File: src/rtl/lighthouse_pkg.sv
// Shared constants, types and the sync-pulse width classifier for the lighthouse v1 pulse decoder.
package lighthouse_pkg;

  localparam int TICK_W  = 20;
  localparam int WIDTH_W = 13;

  localparam int GLITCH_MIN_DEF    = 25;
  localparam int SWEEP_MAX_DEF     = 2500;
  localparam int SYNC_MAX_DEF      = 7030;
  localparam int PAIR_GAP_DEF      = 30000;
  localparam int SWEEP_TIMEOUT_DEF = 420000;

  localparam logic [WIDTH_W-1:0] WIDTH_SAT = '1;

  // Sync width bounds; a sync's class is how many of these its width reaches.
  localparam int NUM_BOUNDS = 7;
  localparam logic [NUM_BOUNDS-1:0][WIDTH_W-1:0] CLASS_BOUNDS = {
    13'd6510, 13'd5990, 13'd5469, 13'd4948, 13'd4427, 13'd3906, 13'd3385
  };

  typedef enum logic {
    ST_IDLE  = 1'b0,
    ST_ARMED = 1'b1
  } lh_state_e;

  typedef struct packed {
    logic [4:0]        sensor_id;
    logic              lh;
    logic              axis;
    logic              data;
    logic [3:0]        rsvd;
    logic [TICK_W-1:0] sweep;
  } report_t;

  function automatic logic [2:0] sync_class(input logic [WIDTH_W-1:0] width);
    logic [2:0] cls;
    cls = '0;
    for (int i = 0; i < NUM_BOUNDS; i++) begin
      if (width >= CLASS_BOUNDS[i]) cls = cls + 3'd1;
    end
    return cls;
  endfunction

endpackage

File: src/rtl/lighthouse_pulse_timer.sv
// Synchronises the envelope line, detects light edges and measures each pulse's rise time and width.
module lighthouse_pulse_timer
  import lighthouse_pkg::*;
#(
  parameter bit E_ACTIVE_HIGH = 1'b0
) (
  input  logic               clk,
  input  logic               reset,
  input  logic               enable,
  input  logic               e_i,
  output logic               fall_o,
  output logic [WIDTH_W-1:0] width_o,
  output logic [TICK_W-1:0]  t_rise_o,
  output logic [TICK_W-1:0]  now_o
);

  logic [1:0]         sync_q, sync_d;
  logic               light_q, light_d;
  logic               pulse_active_q, pulse_active_d;
  logic [TICK_W-1:0]  now_q, now_d;
  logic [TICK_W-1:0]  t_rise_q, t_rise_d;
  logic [WIDTH_W-1:0] width_q, width_d;

  logic light_raw;
  logic light;
  logic rise;
  logic fall;

  always_comb begin
    light_raw = E_ACTIVE_HIGH ? e_i : ~e_i;
    sync_d    = {sync_q[0], light_raw};
    light     = sync_q[1];
    light_d   = light;
    rise      = light & ~light_q;
    fall      = ~light & light_q;
    now_d     = now_q + 1'b1;

    pulse_active_d = pulse_active_q;
    t_rise_d       = t_rise_q;
    width_d        = width_q;

    // The rise cycle itself counts as the first lit tick, so width equals lit cycles at the fall.
    if (!enable) begin
      pulse_active_d = 1'b0;
    end else if (rise) begin
      pulse_active_d = 1'b1;
      t_rise_d       = now_q;
      width_d        = {{(WIDTH_W-1){1'b0}}, 1'b1};
    end else if (fall) begin
      pulse_active_d = 1'b0;
    end else if (light && pulse_active_q && (width_q != WIDTH_SAT)) begin
      width_d = width_q + 1'b1;
    end
  end

  // Reset treats the line as lit so a pulse already in progress never produces a rise.
  always_ff @(posedge clk or posedge reset) begin
    if (reset) begin
      sync_q         <= 2'b11;
      light_q        <= 1'b1;
      pulse_active_q <= 1'b0;
      now_q          <= '0;
      t_rise_q       <= '0;
      width_q        <= '0;
    end else begin
      sync_q         <= sync_d;
      light_q        <= light_d;
      pulse_active_q <= pulse_active_d;
      now_q          <= now_d;
      t_rise_q       <= t_rise_d;
      width_q        <= width_d;
    end
  end

  assign fall_o   = fall & pulse_active_q & enable;
  assign width_o  = width_q;
  assign t_rise_o = t_rise_q;
  assign now_o    = now_q;

endmodule

File: src/rtl/lighthouse_pulse_decoder.sv
// Per-sensor lighthouse decoder: classifies pulses, arms on sync, reports the first sweep centre
// over a single-entry valid/ready register with a saturating drop counter.
module lighthouse_pulse_decoder
  import lighthouse_pkg::*;
#(
  parameter int SENSOR_ID     = 0,
  parameter bit E_ACTIVE_HIGH = 1'b0,
  parameter int GLITCH_MIN    = GLITCH_MIN_DEF,
  parameter int SWEEP_MAX     = SWEEP_MAX_DEF,
  parameter int SYNC_MAX      = SYNC_MAX_DEF,
  parameter int PAIR_GAP      = PAIR_GAP_DEF,
  parameter int SWEEP_TIMEOUT = SWEEP_TIMEOUT_DEF
) (
  input  logic        clk,
  input  logic        reset,
  input  logic        enable,
  input  logic        e_i,
  output logic [31:0] data_o,
  output logic        valid_o,
  input  logic        ready_i,
  output logic [7:0]  overflow_cnt_o
);

  localparam logic [WIDTH_W-1:0] GLITCH_T  = WIDTH_W'(GLITCH_MIN);
  localparam logic [WIDTH_W-1:0] SWEEP_T   = WIDTH_W'(SWEEP_MAX);
  localparam logic [WIDTH_W-1:0] SYNC_T    = WIDTH_W'(SYNC_MAX);
  localparam logic [TICK_W-1:0]  PAIR_T    = TICK_W'(PAIR_GAP);
  localparam logic [TICK_W-1:0]  TIMEOUT_T = TICK_W'(SWEEP_TIMEOUT);
  localparam logic [4:0]         ID_T      = 5'(SENSOR_ID);

  logic               fall;
  logic [WIDTH_W-1:0] width;
  logic [TICK_W-1:0]  t_rise;
  logic [TICK_W-1:0]  now;

  lighthouse_pulse_timer #(
    .E_ACTIVE_HIGH (E_ACTIVE_HIGH)
  ) u_timer (
    .clk      (clk),
    .reset    (reset),
    .enable   (enable),
    .e_i      (e_i),
    .fall_o   (fall),
    .width_o  (width),
    .t_rise_o (t_rise),
    .now_o    (now)
  );

  lh_state_e         state_q, state_d;
  logic [TICK_W-1:0] ref_q, ref_d;
  logic [TICK_W-1:0] last_sync_q, last_sync_d;
  logic              lh_q, lh_d;
  logic              axis_q, axis_d;
  logic              data_q, data_d;
  logic [31:0]       out_data_q, out_data_d;
  logic              out_valid_q, out_valid_d;
  logic [7:0]        ovf_q, ovf_d;

  logic       in_range;
  logic       is_sweep;
  logic       is_sync;
  logic [2:0] cls;
  logic       pair;
  logic       timed_out;
  logic       report_fire;
  report_t    report;

  always_comb begin
    in_range  = (width >= GLITCH_T) && (width < SYNC_T);
    is_sweep  = in_range && (width < SWEEP_T);
    is_sync   = in_range && !is_sweep;
    cls       = sync_class(width);
    pair      = (t_rise - last_sync_q) < PAIR_T;
    timed_out = (now - ref_q) >= TIMEOUT_T;

    report.sensor_id = ID_T;
    report.lh        = lh_q;
    report.axis      = axis_q;
    report.data      = data_q;
    report.rsvd      = '0;
    report.sweep     = (t_rise - ref_q) + {{(TICK_W-WIDTH_W+1){1'b0}}, width[WIDTH_W-1:1]};

    state_d     = state_q;
    ref_d       = ref_q;
    last_sync_d = last_sync_q;
    lh_d        = lh_q;
    axis_d      = axis_q;
    data_d      = data_q;
    report_fire = 1'b0;

    if (!enable) begin
      state_d = ST_IDLE;
    end else begin
      if ((state_q == ST_ARMED) && timed_out) state_d = ST_IDLE;
      if (fall && is_sync) begin
        last_sync_d = t_rise;
        if (!cls[2]) begin
          ref_d   = t_rise;
          lh_d    = pair;
          axis_d  = cls[0];
          data_d  = cls[1];
          state_d = ST_ARMED;
        end
      end else if (fall && is_sweep && (state_q == ST_ARMED) && !timed_out) begin
        report_fire = 1'b1;
        state_d     = ST_IDLE;
      end
    end

    out_valid_d = out_valid_q;
    out_data_d  = out_data_q;
    ovf_d       = ovf_q;
    if (out_valid_q && ready_i) begin
      out_valid_d = 1'b0;
      out_data_d  = '0;
    end
    // A handshake in the same cycle still counts as full: the new report is not bypassed.
    if (report_fire) begin
      if (out_valid_q) begin
        if (ovf_q != 8'hFF) ovf_d = ovf_q + 8'd1;
      end else begin
        out_valid_d = 1'b1;
        out_data_d  = report;
      end
    end
  end

  always_ff @(posedge clk or posedge reset) begin
    if (reset) begin
      state_q     <= ST_IDLE;
      ref_q       <= '0;
      last_sync_q <= '0;
      lh_q        <= 1'b0;
      axis_q      <= 1'b0;
      data_q      <= 1'b0;
      out_data_q  <= '0;
      out_valid_q <= 1'b0;
      ovf_q       <= '0;
    end else begin
      state_q     <= state_d;
      ref_q       <= ref_d;
      last_sync_q <= last_sync_d;
      lh_q        <= lh_d;
      axis_q      <= axis_d;
      data_q      <= data_d;
      out_data_q  <= out_data_d;
      out_valid_q <= out_valid_d;
      ovf_q       <= ovf_d;
    end
  end

  assign data_o         = out_data_q;
  assign valid_o        = out_valid_q;
  assign overflow_cnt_o = ovf_q;

endmodule

File: config.mk
export PLATFORM = sky130hd
export DESIGN_NAME = lighthouse_pulse_decoder
export DESIGN_NICKNAME = d
export VERILOG_FILES = /design/src/rtl/lighthouse_pkg.sv /design/src/rtl/lighthouse_pulse_timer.sv /design/src/rtl/lighthouse_pulse_decoder.sv
export SDC_FILE = /design/constraint.sdc
export NUM_CORES = 1
export LEC_CHECK = 0
export CORE_UTILIZATION = 30
export CTS_CLUSTER_SIZE = 12
export DETAILED_ROUTE_END_ITERATION = 12
export MAX_ROUTING_LAYER = met4
export PLACE_DENSITY_LB_ADDON = 0.08
export SETUP_SLACK_MARGIN = 0.2
export SLEW_MARGIN = 10
export SYNTH_ARGS = -nofsm -noshare
export SYNTH_HDL_FRONTEND = slang
export SYNTH_HIERARCHICAL = 1
export SYNTH_SLANG_ARGS = --single-unit
File: constraint.sdc
create_clock -name clk -period 4.7 [get_ports clk]
set_input_delay 0.705 -clock clk [delete_from_list [all_inputs] [get_ports clk]]
set_output_delay 0.705 -clock clk [all_outputs]
set_load 0.005 [all_outputs]
### Yosys cells after proc, flatten, opt, wreduce, memory -nomap -nowiden

Index checks and enable logic that the tools add are counted.

* register bits after elaboration: 142
* output and inout port bits: 41
* word-level logic and storage cells: 98

* add/subtract/negate cells: 13
* magnitude comparators: 12
* equality and inequality tests: 4
* mux-type cells: 27
* bitwise logic cells: 8
* reductions and logical operators: 19

Operator list (count)
* 32-bit two-way mux: 3
* 13-bit >= comparator, second input constant: 5
* 20-bit subtractor: 3
* 13-bit two-way mux: 3
* 13-bit by 12-bit >= comparator with 1-bit output, second input constant: 2
* 20-bit by 1-bit adder with 20-bit output, second input constant: 1
* 20-bit by 12-bit adder with 20-bit output: 1
* 20-bit by 19-bit >= comparator with 1-bit output, second input constant: 1
* 20-bit by 15-bit < comparator with 1-bit output, second input constant: 1
* 3-bit by 1-bit adder with 3-bit output, second input constant: 6
* 3-bit two-way mux: 6
* 1-bit two-way mux: 15
* 13-bit by 1-bit adder with 13-bit output, second input constant: 1
* 13-bit by 5-bit >= comparator with 1-bit output, second input constant: 1
* 13-bit by 12-bit < comparator with 1-bit output, second input constant: 1
* 13-bit < comparator, second input constant: 1
* 13-bit inequality test, second input constant: 1
* 1-bit logical AND: 11
* 3-bit AND reduction: 3
* 8-bit by 1-bit adder with 8-bit output, second input constant: 1
* 8-bit inequality test, second input constant: 1
* 1-bit bitwise AND: 4
* 1-bit NOT: 4
* 2-bit AND reduction: 2
* 4 further kinds: 5

### Logic depth before layout (Yosys ltp)

* depth in word-level cells: 17
* mapped depth: 25
* depth with buffers taken out: 23

### Cells and area by module

The synthesis kept the hierarchy.

By module, submodules not included
* lighthouse_pulse_decoder: times used 1, cells each 830, area each 7239.4 sq um, sequential area each 2127.0 sq um
* lighthouse_pulse_timer: times used 1, cells each 209, area each 2479.9 sq um, sequential area each 1430.1 sq um

### Least setup slack after synthesis

Ideal clock, no wire load.

* kind: register to register
* start point: reg u_timer.width_q[3] (netlist: u_timer/width_o[3])
* end point: reg lh_q
* setup time: 0.065 ns
* arrival time: 4.932 ns
* setup slack: -0.297 ns
* cell stages (with the launch flop): 23
* path buffers: 2
* period minus slack after synthesis: 4.997 ns
* cell sequence: dfrtp_1 clkbuf_1 o311ai_0 o211ai_1 a21oi_1 nor2_1 nor2_1 ha_1 xnor2_1 ha_1 mux2_2 ha_1 mux2_2 ha_1 mux2_2 ha_1 nand3_1 xor2_1 xnor3_1 or2_1 buf_2 o41ai_1 o21a_1

* word-level cells in the longest chain between the ends: 16
* elaborated cells on any way between the ends: 30

Ends and longest elaborated chain
* from (decl): RTL line lighthouse_pulse_timer.sv:22 `logic [WIDTH_W-1:0] width_q, width_d;`
* from (signal assigned): RTL line lighthouse_pulse_timer.sv:71 `width_q <= width_d;`
* 13-bit by 12-bit >= comparator with 1-bit output: RTL line lighthouse_pkg.sv:39 `if (width >= CLASS_BOUNDS[i]) cls = cls + 3'd1;`
* 1-bit two-way mux: RTL line lighthouse_pkg.sv:39
* 3-bit by 1-bit adder with 3-bit output: RTL line lighthouse_pkg.sv:39
* 3-bit two-way mux: RTL line lighthouse_pkg.sv:39
* 3-bit by 1-bit adder with 3-bit output: RTL line lighthouse_pkg.sv:39
* 3-bit two-way mux: RTL line lighthouse_pkg.sv:39
* 3-bit by 1-bit adder with 3-bit output: RTL line lighthouse_pkg.sv:39
* 3-bit two-way mux: RTL line lighthouse_pkg.sv:39
* 3-bit by 1-bit adder with 3-bit output: RTL line lighthouse_pkg.sv:39
* 3-bit two-way mux: RTL line lighthouse_pkg.sv:39
* 3-bit by 1-bit adder with 3-bit output: RTL line lighthouse_pkg.sv:39
* 3-bit two-way mux: RTL line lighthouse_pkg.sv:39
* 3-bit by 1-bit adder with 3-bit output: RTL line lighthouse_pkg.sv:39
* 3-bit two-way mux: RTL line lighthouse_pkg.sv:39
* 1-bit NOT (no line)
* 3-bit AND reduction (no line) *
* to (signal assigned): RTL line lighthouse_pulse_decoder.sv:143 `lh_q <= lh_d;`
* to (decl): RTL line lighthouse_pulse_decoder.sv:52 `logic lh_q, lh_d;`

Mark *: on every way between the ends. The rest lies on a longest branch, timed or not.
A chain may end at the register's enable or synchronous reset.

### Final worst setup path

* start point: reg u_timer.width_q[0] (netlist: u_timer/width_o[0])
* end point: reg lh_q

Same word-level chain as after synthesis.

==> run_results.csv <==
group,metric,value,unit
outcome,status,"finished, violations left",
outcome,violations,"setup timing",
worst_setup_path,crit_fanout,6,
placement,place_area,0.0109,mm²
pwr,power,0.00343,W
yosys,ys.warnings.count,6,
floorplanning,initial_core_util,0.306,
clocking,clkTransAtPathRegs,60,ps
global_route,overflow,0,
sta,fin_skew,9.24,ps
min_path,hold_path.class,"reg2reg",
routing,route.detailed.wl_per_inst,16.8,µm
finish,areaGrowthSynthToFinish,20.0,%
worst_setup_path,path_class,"reg2reg",
worst_setup_path,required,5020,ps
yosys,ys_seq_area_frac,0.366,
pwr,p_leak,5.31,nW
routing,dr.pass1.iters,5,
global_route,grt_pass1_vias,7706,
clocking,cts_hold_buf,0,
worst_setup_path,endpoint_kind,"register",
pwr,power_density,295,mW/mm²
clocking,cts_tree,"done",
floorplanning,die_area,0.0331,mm²
sta,worstMarginPinSlew,1020,ps
floorplanning,die_h,182,µm
yosys,synth_seq_cells,142,
placement,dp_hpwl,19800,µm
finish,drive_above_1_share,0.143,
sta,slew_headroom,0.315,
sta,grt_setup_unrepaired,"true",
routing,drt_iter0_drc,368,
sta,finalCritPeriodShare,1.00,
clocking,cts.sinks,142,
worst_setup_path,start_kind,"register",
placement,pre_cts_slack,-91.6,ps
routing,drcViolationCount,0,
sta,hold_slack,356,ps
worst_setup_path,rrSetupSlack,-20,ps
floorplanning,coreArea,0.0317,mm²
sta,setup_slack,-17.4,ps
yosys,synth_edf_count,0,
global_route,grt_pass1_wl,42100,µm
routing,vias,7668,
clocking,ctsHtreeMaxLevel,4,
global_route,grt_max_degree,46,
routing,viasPerCell,5.02,
clocking,clock_path_buffers,2,
sta,setup_violations,1,
yosys,synthFlopType,"dfrtp_1",
sta,period_minus_slack,4720,ps
finish,antenna_cells,0,
run,cap_viol_max_count,0,
floorplanning,fp-row-count,65,
yosys,postSynthAreaPerCell,9.35,µm²
clocking,cts_root_buf,"clkbuf_16",
floorplanning,fp.dieW,182,µm
yosys,ys_types,86,
placement,place.gp.congestion,0.839,
finish,layout.nets,1202,
yosys,synth_nets,1130,
pwr,ir_drop,0.247,mV
routing,wl,25600,µm
finish,final_area,0.0117,mm²
placement,dp.cells,1491,
routing,drtAntennaViolNets,0,
global_route,antenna_found_initial,0,
worst_setup_path,critPathArrivalTime,5030,ps
clocking,cts_buffers,17,
yosys,synthCells,1039,
clocking,clk_latency,430,ps
floorplanning,num_io_pins,46,
yosys,synthArstFlopShare,1.00,
yosys,synthesis.area,0.00972,mm²
sta,fmax,212,MHz
sta,maxSlewViolCount,0,
placement,port_buffers,45,
finish,fin_cells,1526,
sta,hold_violations,0,
global_route,grt_usage,0.167,
## cell families after synthesis
group,after synthesis,synth area share
simple gates,293,0.151
mux,57,0.0639
compound gates,250,0.176
buf+inv,145,0.0601
fa+ha+maj,87,0.122
flops,142,0.366
xor+xnor,65,0.0608
## critical path, cell delays in order, from the launching register on
cell and delay [ps]:
dfrtp_1 400, o311ai_4 300, o211ai_1 150, a21oi_2 160, nor2_1 60, nor2_2 160, ha_4 230, xnor2_2 130
ha_1 290, mux2_4 290, ha_4 210, mux2_4 270, ha_4 210, mux2_4 280, ha_4 160, nand3_2 50
xor2_1 160, xnor3_1 280, or2_4 310, buf_12 150, nand2_4 70, nand4_1 90, o21a_1 190
## state kept, by name (all words and copies together) (netlist names), 2 cells and up
name,count
u_timer/t_rise_o,20
ref_q,20
last_sync_q,20
overflow_cnt_o,8
u_timer/now_o,20
u_timer/width_o,13
u_timer/sync_q,2
data_o,32
## final timing paths
| check | to | cells past startpoint | startpoint |
|---|---|---|---|
| worst max-delay path | lh_q | 22 | u_timer/width_o[0] |
| worst min-delay path | u_timer/sync_q[1] | 0 | u_timer/sync_q[0] |
| worst max register to register | lh_q | 22 | u_timer/width_o[0] |
| worst min register to register | u_timer/sync_q[1] | 0 | u_timer/sync_q[0] |
| max in group asynchronous | u_timer/now_o[13] | 3 | reset |
| min in group asynchronous | data_o[9] | 2 | reset |
## power by group
group          switching, W  leakage (nW)  internal, W
Sequential        0.0000389          1.91      0.00126
Combinational      0.000334          3.07     0.000241
Clock              0.000592         0.320     0.000969
Total              0.000964          5.31      0.00247
## through the flow
step	util	setup TNS, ps
floorplan	-	0
global placement	0.344	-198
detailed placement	0.344	-932
CTS	0.365	-156
global route	0.368	-3700
finish	0.368	-17.4
## final cells by class
type                       count  area [µm²]
clock buffer                  18         439
clock inverter                14         229
fill                        3246       20100
inverter                     116         437
multi-input combinational    752        5730
sequential                   142        3560
tap                          402         503
timing repair buffer          82         762
## synthesized netlist by cell type (4+ instances only)
cell type	number	area (µm²)
nand4_1	15	93.8
inv_1	116	435
nor2_1	46	173
mux2_2	39	439
o21ai_1	6	30.0
dfrtp_1	139	3480
nand2_1	97	364
a21o_1	18	135
nand3_1	37	185
xor2_1	24	210
a211oi_1	9	67.6
o21a_1	11	82.6
and2_1	19	119
xnor2_1	39	342
a21boi_0	4	30.0
nor4_1	9	56.3
o21ai_0	70	350
a22o_1	4	35.0
mux2i_1	17	170
and3_1	9	56.3
a31o_2	5	43.8
fa_1	13	260
buf_2	5	25.0
a31oi_1	14	87.6
nor2b_1	8	50.1
nor3_1	14	70.1
o31ai_1	4	30.0
o211ai_1	8	60.1
ha_1	73	913
and4_1	6	52.6
clkbuf_1	17	63.8
a21oi_1	47	235
nand2b_1	12	75.1
a211o_1	4	35.0
## cell usage in the layout (no fill, tap or decap), types with 5 or more instances in the layout
cell             count
mux2i_1             16
ha_1                68
nor3_1              14
xor2_1              24
fa_1                13
nand3_1             36
a21oi_1             46
clkdlybuf4s50_1     45
xnor2_1             38
o211ai_1             8
o21a_1              11
nand4_1             15
nor2_1              45
bufinv_16            5
a31oi_1             14
and3_1               9
o21ai_0             67
nor4_1               7
nand2_1             96
and2_1              19
buf_4               34
a21o_1              18
inv_1              112
dfrtp_1            136
o21ai_1              9
and4_1               6
a211oi_1             8
nor2b_1              8
a31o_2               5
mux2_2              36
nand2b_1            12
clkbuf_16           18
## layer usage
metal	GRT usage	up-vias	share of wire
met1	0.218	3717	0.49
met4	0.0403	0	0.010
met2	0.270	103	0.47
met3	0.0257	14	0.024
met5	-	-	0
li1	-	3834	-
## timing repair
| action | 4_1_cts | 5_1_grt |
|---|---|---|
| setup buffers | 0 | 2 |
| endpoints found under the setup margin | 23 | 25 |
| cloned | 0 | 1 |
| gates resized for setup | 1 | 10 |
| pin swaps | 6 | 6 |
Note: power is estimated with default switching activity, not from simulation.
